--- config.mk ---
export PLATFORM = sky130hd
export DESIGN_NAME = fir_mac_scheduler
export DESIGN_NICKNAME = d
export VERILOG_FILES = /design/src/rtl/fir_mac_scheduler.sv
export SDC_FILE = /design/constraint.sdc
export NUM_CORES = 2
export LEC_CHECK = 0
export BUFFER_PORTS_ARGS = -buffer_cell sky130_fd_sc_hd__buf_2
export CAP_MARGIN = 20
export CORE_ASPECT_RATIO = 1.1
export CORE_MARGIN = 4
export CORE_UTILIZATION = 45
export CTS_BUF_LIST = sky130_fd_sc_hd__clkbuf_8
export CTS_CLUSTER_DIAMETER = 100
export DETAILED_ROUTE_END_ITERATION = 10
export PLACE_DENSITY = 0.59
export SLEW_MARGIN = 20
export SYNTH_ARGS = -nofsm -noshare
export SYNTH_HDL_FRONTEND = slang
export SYNTH_SLANG_ARGS = --single-unit
export TNS_END_PERCENT = 100
--- constraint.sdc ---
create_clock -name clk -period 10.83 [get_ports clk]
set_input_delay 1.083 -clock clk [delete_from_list [all_inputs] [get_ports clk]]
set_output_delay 1.083 -clock clk [all_outputs]
set_load 0.01 [all_outputs]
--- src/rtl/fir_mac_scheduler.sv ---
// fir_mac_scheduler: time-multiplexed FIR controller.
// A circular delay line and a loadable coefficient table feed one shared
// multiply-accumulate unit that walks all taps, one tap per clock. The
// finished sum is held on a valid/ready output until it is accepted.
module fir_mac_scheduler #(
  parameter int DATA_WIDTH = 16,
  parameter int COEF_WIDTH = 16,
  parameter int NUM_TAPS   = 8,
  parameter int ACC_WIDTH  = DATA_WIDTH + COEF_WIDTH + $clog2(NUM_TAPS)
) (
  input  logic                                clk,
  input  logic                                reset,
  input  logic signed [DATA_WIDTH-1:0]        in_data,
  input  logic                                in_valid,
  output logic                                in_ready,
  input  logic                                coef_wr_en,
  input  logic        [$clog2(NUM_TAPS)-1:0]  coef_wr_addr,
  input  logic signed [COEF_WIDTH-1:0]        coef_wr_data,
  output logic signed [ACC_WIDTH-1:0]         out_data,
  output logic                                out_valid,
  input  logic                                out_ready,
  output logic                                busy
);

  localparam int PTR_W  = $clog2(NUM_TAPS);
  localparam int PROD_W = DATA_WIDTH + COEF_WIDTH;
  localparam logic [PTR_W:0]   TAPS = (PTR_W + 1)'(NUM_TAPS);
  localparam logic [PTR_W-1:0] LAST = PTR_W'(NUM_TAPS - 1);

  localparam logic [1:0] IDLE = 2'd0;
  localparam logic [1:0] MAC  = 2'd1;
  localparam logic [1:0] HOLD = 2'd2;

  logic [1:0]                    state_q, state_d;
  logic [PTR_W-1:0]              wr_ptr_q, wr_ptr_d;
  logic [PTR_W-1:0]              newest_q, newest_d;
  logic [PTR_W-1:0]              k_q, k_d;
  logic signed [ACC_WIDTH-1:0]   acc_q, acc_d;
  logic signed [ACC_WIDTH-1:0]   out_data_q, out_data_d;
  logic                          out_valid_q, out_valid_d;
  logic signed [DATA_WIDTH-1:0]  x_buf_q [NUM_TAPS];
  logic signed [DATA_WIDTH-1:0]  x_buf_d [NUM_TAPS];
  logic signed [COEF_WIDTH-1:0]  c_q     [NUM_TAPS];
  logic signed [COEF_WIDTH-1:0]  c_d     [NUM_TAPS];

  logic [PTR_W-1:0]              rd_idx;
  logic signed [PROD_W-1:0]      prod;
  logic signed [ACC_WIDTH-1:0]   acc_sum;
  logic                          coef_wr_ok;

  // Full-precision product widened to the accumulator without loss.
  function automatic logic signed [ACC_WIDTH-1:0] sext_prod(input logic signed [PROD_W-1:0] p);
    return {{(ACC_WIDTH - PROD_W){p[PROD_W-1]}}, p};
  endfunction

  // Delay-line slot holding x[n-k]; wraps modulo NUM_TAPS, so the
  // tap count does not have to be a power of two.
  function automatic logic [PTR_W-1:0] tap_index(input logic [PTR_W-1:0] newest,
                                                 input logic [PTR_W-1:0] k);
    logic [PTR_W:0] s;
    s = {1'b0, newest} + TAPS - {1'b0, k};
    if (s >= TAPS) s = s - TAPS;
    return s[PTR_W-1:0];
  endfunction

  assign rd_idx   = tap_index(newest_q, k_q);
  assign prod     = x_buf_q[rd_idx] * c_q[k_q];
  assign acc_sum  = acc_q + sext_prod(prod);

  assign in_ready  = (state_q == IDLE) && !reset;
  assign busy      = (state_q != IDLE);
  assign out_data  = out_data_q;
  assign out_valid = out_valid_q;

  // Table updates are blocked while taps are being summed so one result
  // never mixes two coefficient sets.
  assign coef_wr_ok = coef_wr_en && ({1'b0, coef_wr_addr} < TAPS) && (state_q != MAC);

  // Next-state logic: sample capture, tap sequencing and result handshake.
  always_comb begin
    state_d     = state_q;
    wr_ptr_d    = wr_ptr_q;
    newest_d    = newest_q;
    k_d         = k_q;
    acc_d       = acc_q;
    out_data_d  = out_data_q;
    out_valid_d = out_valid_q;
    x_buf_d     = x_buf_q;
    c_d         = c_q;

    if (coef_wr_ok) c_d[coef_wr_addr] = coef_wr_data;

    case (state_q)
      IDLE: begin
        if (in_valid) begin
          x_buf_d[wr_ptr_q] = in_data;
          newest_d          = wr_ptr_q;
          wr_ptr_d          = (wr_ptr_q == LAST) ? '0 : wr_ptr_q + 1'b1;
          acc_d             = '0;
          k_d               = '0;
          state_d           = MAC;
        end
      end
      MAC: begin
        acc_d = acc_sum;
        k_d   = k_q + 1'b1;
        if (k_q == LAST) begin
          k_d         = '0;
          out_data_d  = acc_sum;
          out_valid_d = 1'b1;
          state_d     = HOLD;
        end
      end
      HOLD: begin
        if (out_ready) begin
          out_valid_d = 1'b0;
          state_d     = IDLE;
        end
      end
      default: state_d = IDLE;
    endcase
  end

  // State registers; reset also clears the delay line and coefficient table.
  always_ff @(posedge clk) begin
    if (reset) begin
      state_q     <= IDLE;
      wr_ptr_q    <= '0;
      newest_q    <= '0;
      k_q         <= '0;
      acc_q       <= '0;
      out_data_q  <= '0;
      out_valid_q <= 1'b0;
      for (int i = 0; i < NUM_TAPS; i++) begin
        x_buf_q[i] <= '0;
        c_q[i]     <= '0;
      end
    end else begin
      state_q     <= state_d;
      wr_ptr_q    <= wr_ptr_d;
      newest_q    <= newest_d;
      k_q         <= k_d;
      acc_q       <= acc_d;
      out_data_q  <= out_data_d;
      out_valid_q <= out_valid_d;
      x_buf_q     <= x_buf_d;
      c_q         <= c_d;
    end
  end

endmodule

==> flow_metrics.py <==
metrics = {
    "outcome": {
        "outcome": "finished, final reports clean",
    },
    "die": {
        "initial_utilization": 0.458,
        "rows": 90,
        "ios": 78,
        "dieArea_sq_mm": 0.0600,
        "core_area_sq_mm": 0.0552,
        "die_w_um": 234,
        "die_h_um": 257,
    },
    "synthesis": {
        "synth_edf_count": 0,
        "avgSynthCellArea_sq_um": 8.68,
        "synth_nets": 3371,
        "synth_flop_cell": "dfxtp_1",
        "yosys_register_bits": 338,
        "postSynthCellCount": 2911,
        "yosysWarnings": 0,
        "syn-cell-area_sq_mm": 0.0253,
        "synth-async-reset-ratio": 0,
        "ys_seq_area_frac": 0.268,
        "synth_cell_types": 57,
    },
    "clock_tree": {
        "cts_hold_buf": 0,
        "insertion_delay_ns": 0.66,
        "htreeDepth": 2,
        "cts_root_buffer": "clkbuf_8",
        "cts_buffer_depth": 3,
        "tritoncts": "yes",
        "cts.sinks": 338,
        "postCtsSetupBuffers": 0,
        "clk_pin_slew_ns": 0.06,
        "cts_resized": 0,
        "numCtsBuffers": 57,
    },
    "routing": {
        "ant_nets": 0,
        "drc": 0,
        "vias": 19732,
        "drt-initial-drc-count": 1539,
        "drt_first_pass_iters": 5,
        "wl_per_cell_um": 19.0,
        "wl_mm": 70.0,
        "vias_per_cell": 5.35,
    },
    "setup_path": {
        "cp-end-kind": "register",
        "required_ns": 11.40,
        "start_kind": "register",
        "critPathSlowestCell": "fa_1",
        "crit_type": "reg2reg",
        "slowest_delay_ns": 0.73,
        "critPathMaxFanout": 13,
        "reg2reg_setup_slack_ns": 1.94,
        "cp.arrival_ns": 9.46,
    },
    "cells_and_area": {
        "nets": 3366,
        "multi_input_area_sq_mm": 0.0164,
        "fillers": 5360,
        "layout_commonest_cell": "nand2_1",
        "post-route-util": 0.495,
        "drive_gt1_frac": 0.102,
        "syn2layout_area_growth_pct": 8.02,
        "seq_area_sq_mm": 0.00677,
        "final_cell_mix": "nand2_1 (735), inv_1 (395), a21oi_1 (337), dfxtp_1 (337), fa_1 (311)",
    },
    "placement": {
        "port_buffers": 77,
        "gp_congestion": 0.932,
        "dp_hpwl_mm": 51.6,
    },
    "min_path": {
        "hold_class": "reg2reg",
    },
    "sta": {
        "fin_crit_ns": 8.89,
        "hold_viol": 0,
        "tns_ns": 0,
        "setup_viol": 0,
        "finalCritPeriodShare": 0.821,
        "rsz0062_at_grt": "false",
        "worst_slew_pin_slew_ns": 1.13,
        "slew_violations": 0,
        "max_freq_ghz": 0.113,
        "clock_skew_ns": 0.0381,
        "slew_headroom": 0.244,
    },
    "pwr": {
        "power_density_mw_per_mm2": 100,
        "power.leakage_nw": 11.7,
        "ir_worst_vdd_v": 0.000111,
    },
    "grt": {
        "grt_util_all_layers": 0.238,
        "grt_pass1_vias": 20931,
        "grt_pass1_wl_mm": 113,
        "grt.overflow.total": 0,
        "antenna_found_initial": 4,
        "grt_max_degree": 127,
    },
    "job": {
        "cap_viol_max_count": 0,
    },
}
## where the power goes
part / leakage [nW] / internal, W / switching, W / total, W
registers: 2.73 / 0.00126 / 0.0000121 / 0.00128
clock network: 0.649 / 0.000599 / 0.000535 / 0.00113
logic: 8.36 / 0.000105 / 0.000217 / 0.000322
## kinds of logic (layout without fill, tap and decap cells)
kind of cell               count (synthesis)  after routing  share of synthesized area
DFF                                      338            338                      0.268
buffers and inverters                    555            592                     0.0862
xor gates and xnor gates                  39             39                     0.0146
and+or+nand+nor                         1025           1025                      0.162
AOI/OAI and AO/OA                        421            421                     0.0907
adders and majority gates                420            420                      0.300
muxes                                    113            113                     0.0782
other                                      0              2                          0
## sequential cells by signal, indices dropped and copies added, names as in the netlist
name / flops
acc_q: 35
c_q: 128
k_q: 3
newest_q: 3
out_data: 35
out_valid: 1
state_q: 2
wr_ptr_q: 3
x_buf_q: 128
## cells in the mapped netlist, drive strengths merged (2+ instances only)
master	instances	area, sq um
nand2	735	2760
inv	378	1420
dfxtp	338	6770
a21oi	337	1690
fa	311	6230
nor2	175	673
clkbuf	136	517
ha	109	1360
mux4	64	1440
buf	41	241
nand3	39	195
xnor2	28	272
mux2i	27	287
mux2	22	248
o21ai	18	90.1
and2	16	100
nand2b	16	100
a211oi	12	95.1
a22o	11	96.3
xor2	11	96.3
a31oi	10	62.6
a21o	9	67.6
nor3	9	45.0
nor2b	8	50.1
and3	6	37.5
nand4	6	37.5
or2	5	31.3
o211ai	4	30.0
o21bai	4	30.0
nor4	3	18.8
o311ai	3	26.3
o31ai	3	22.5
a221oi	2	17.5
o21a	2	15.0
or3	2	12.5
or4	2	15.0
## stage by stage
| step | setup slack [ns] | hold WS [ns] | std cells | power [W] | cell area, sq um |
|---|---|---|---|---|---|
| after floorplan | 2.46 | 0.427 | 2911 | 0.00152 | 25300 |
| after global placement | 2.13 | 0.438 | 3583 | 0.00162 | 26100 |
| after detailed placement | 1.97 | 0.444 | 3583 | 0.00162 | 26100 |
| after CTS | 1.94 | 0.452 | 3684 | 0.00276 | 27300 |
| after global routing | 1.50 | 0.466 | 3685 | 0.00285 | 27300 |
| final | 1.94 | 0.449 | 3686 | 0.00273 | 27300 |
## layout make-up
cell class,count,share of cell area
well taps,736,0.0337
flip-flops and latches,338,0.248
diodes,2,0.000183
clock buffers,72,0.0363
multi-input cells,2018,0.600
inverters,378,0.0520
repair buffers,113,0.0245
clock inverters,29,0.00546
## critical path, delay by kind of cell, from the launching register on
kind,cells,cell delay (ns)
adder cells (fa/ha/maj),9,4.30
AND/OR/NAND/NOR,7,1.38
buffers and inverters,8,0.90
multiplexers,2,0.76
AO/OA/AOI/OAI,3,0.63
XOR/XNOR,2,0.49
flip-flops,1,0.31
## final timing paths
kind                     from           end  cells past startpoint
hold reg to reg   out_data[4]   out_data[4]                      2
setup / recovery  newest_q[0]  out_data[33]                     31
hold / removal    out_data[4]   out_data[4]                      2
setup reg to reg  newest_q[0]  out_data[33]                     31
## metal layers
layer / GRT usage / share of wire
met1: 0.303 / 0.40
met2: 0.409 / 0.50
met3: 0.0386 / 0.062
met4: 0.0829 / 0.034
met5: 0 / 0
No activity file was read; power rests on OpenSTA's default activity.
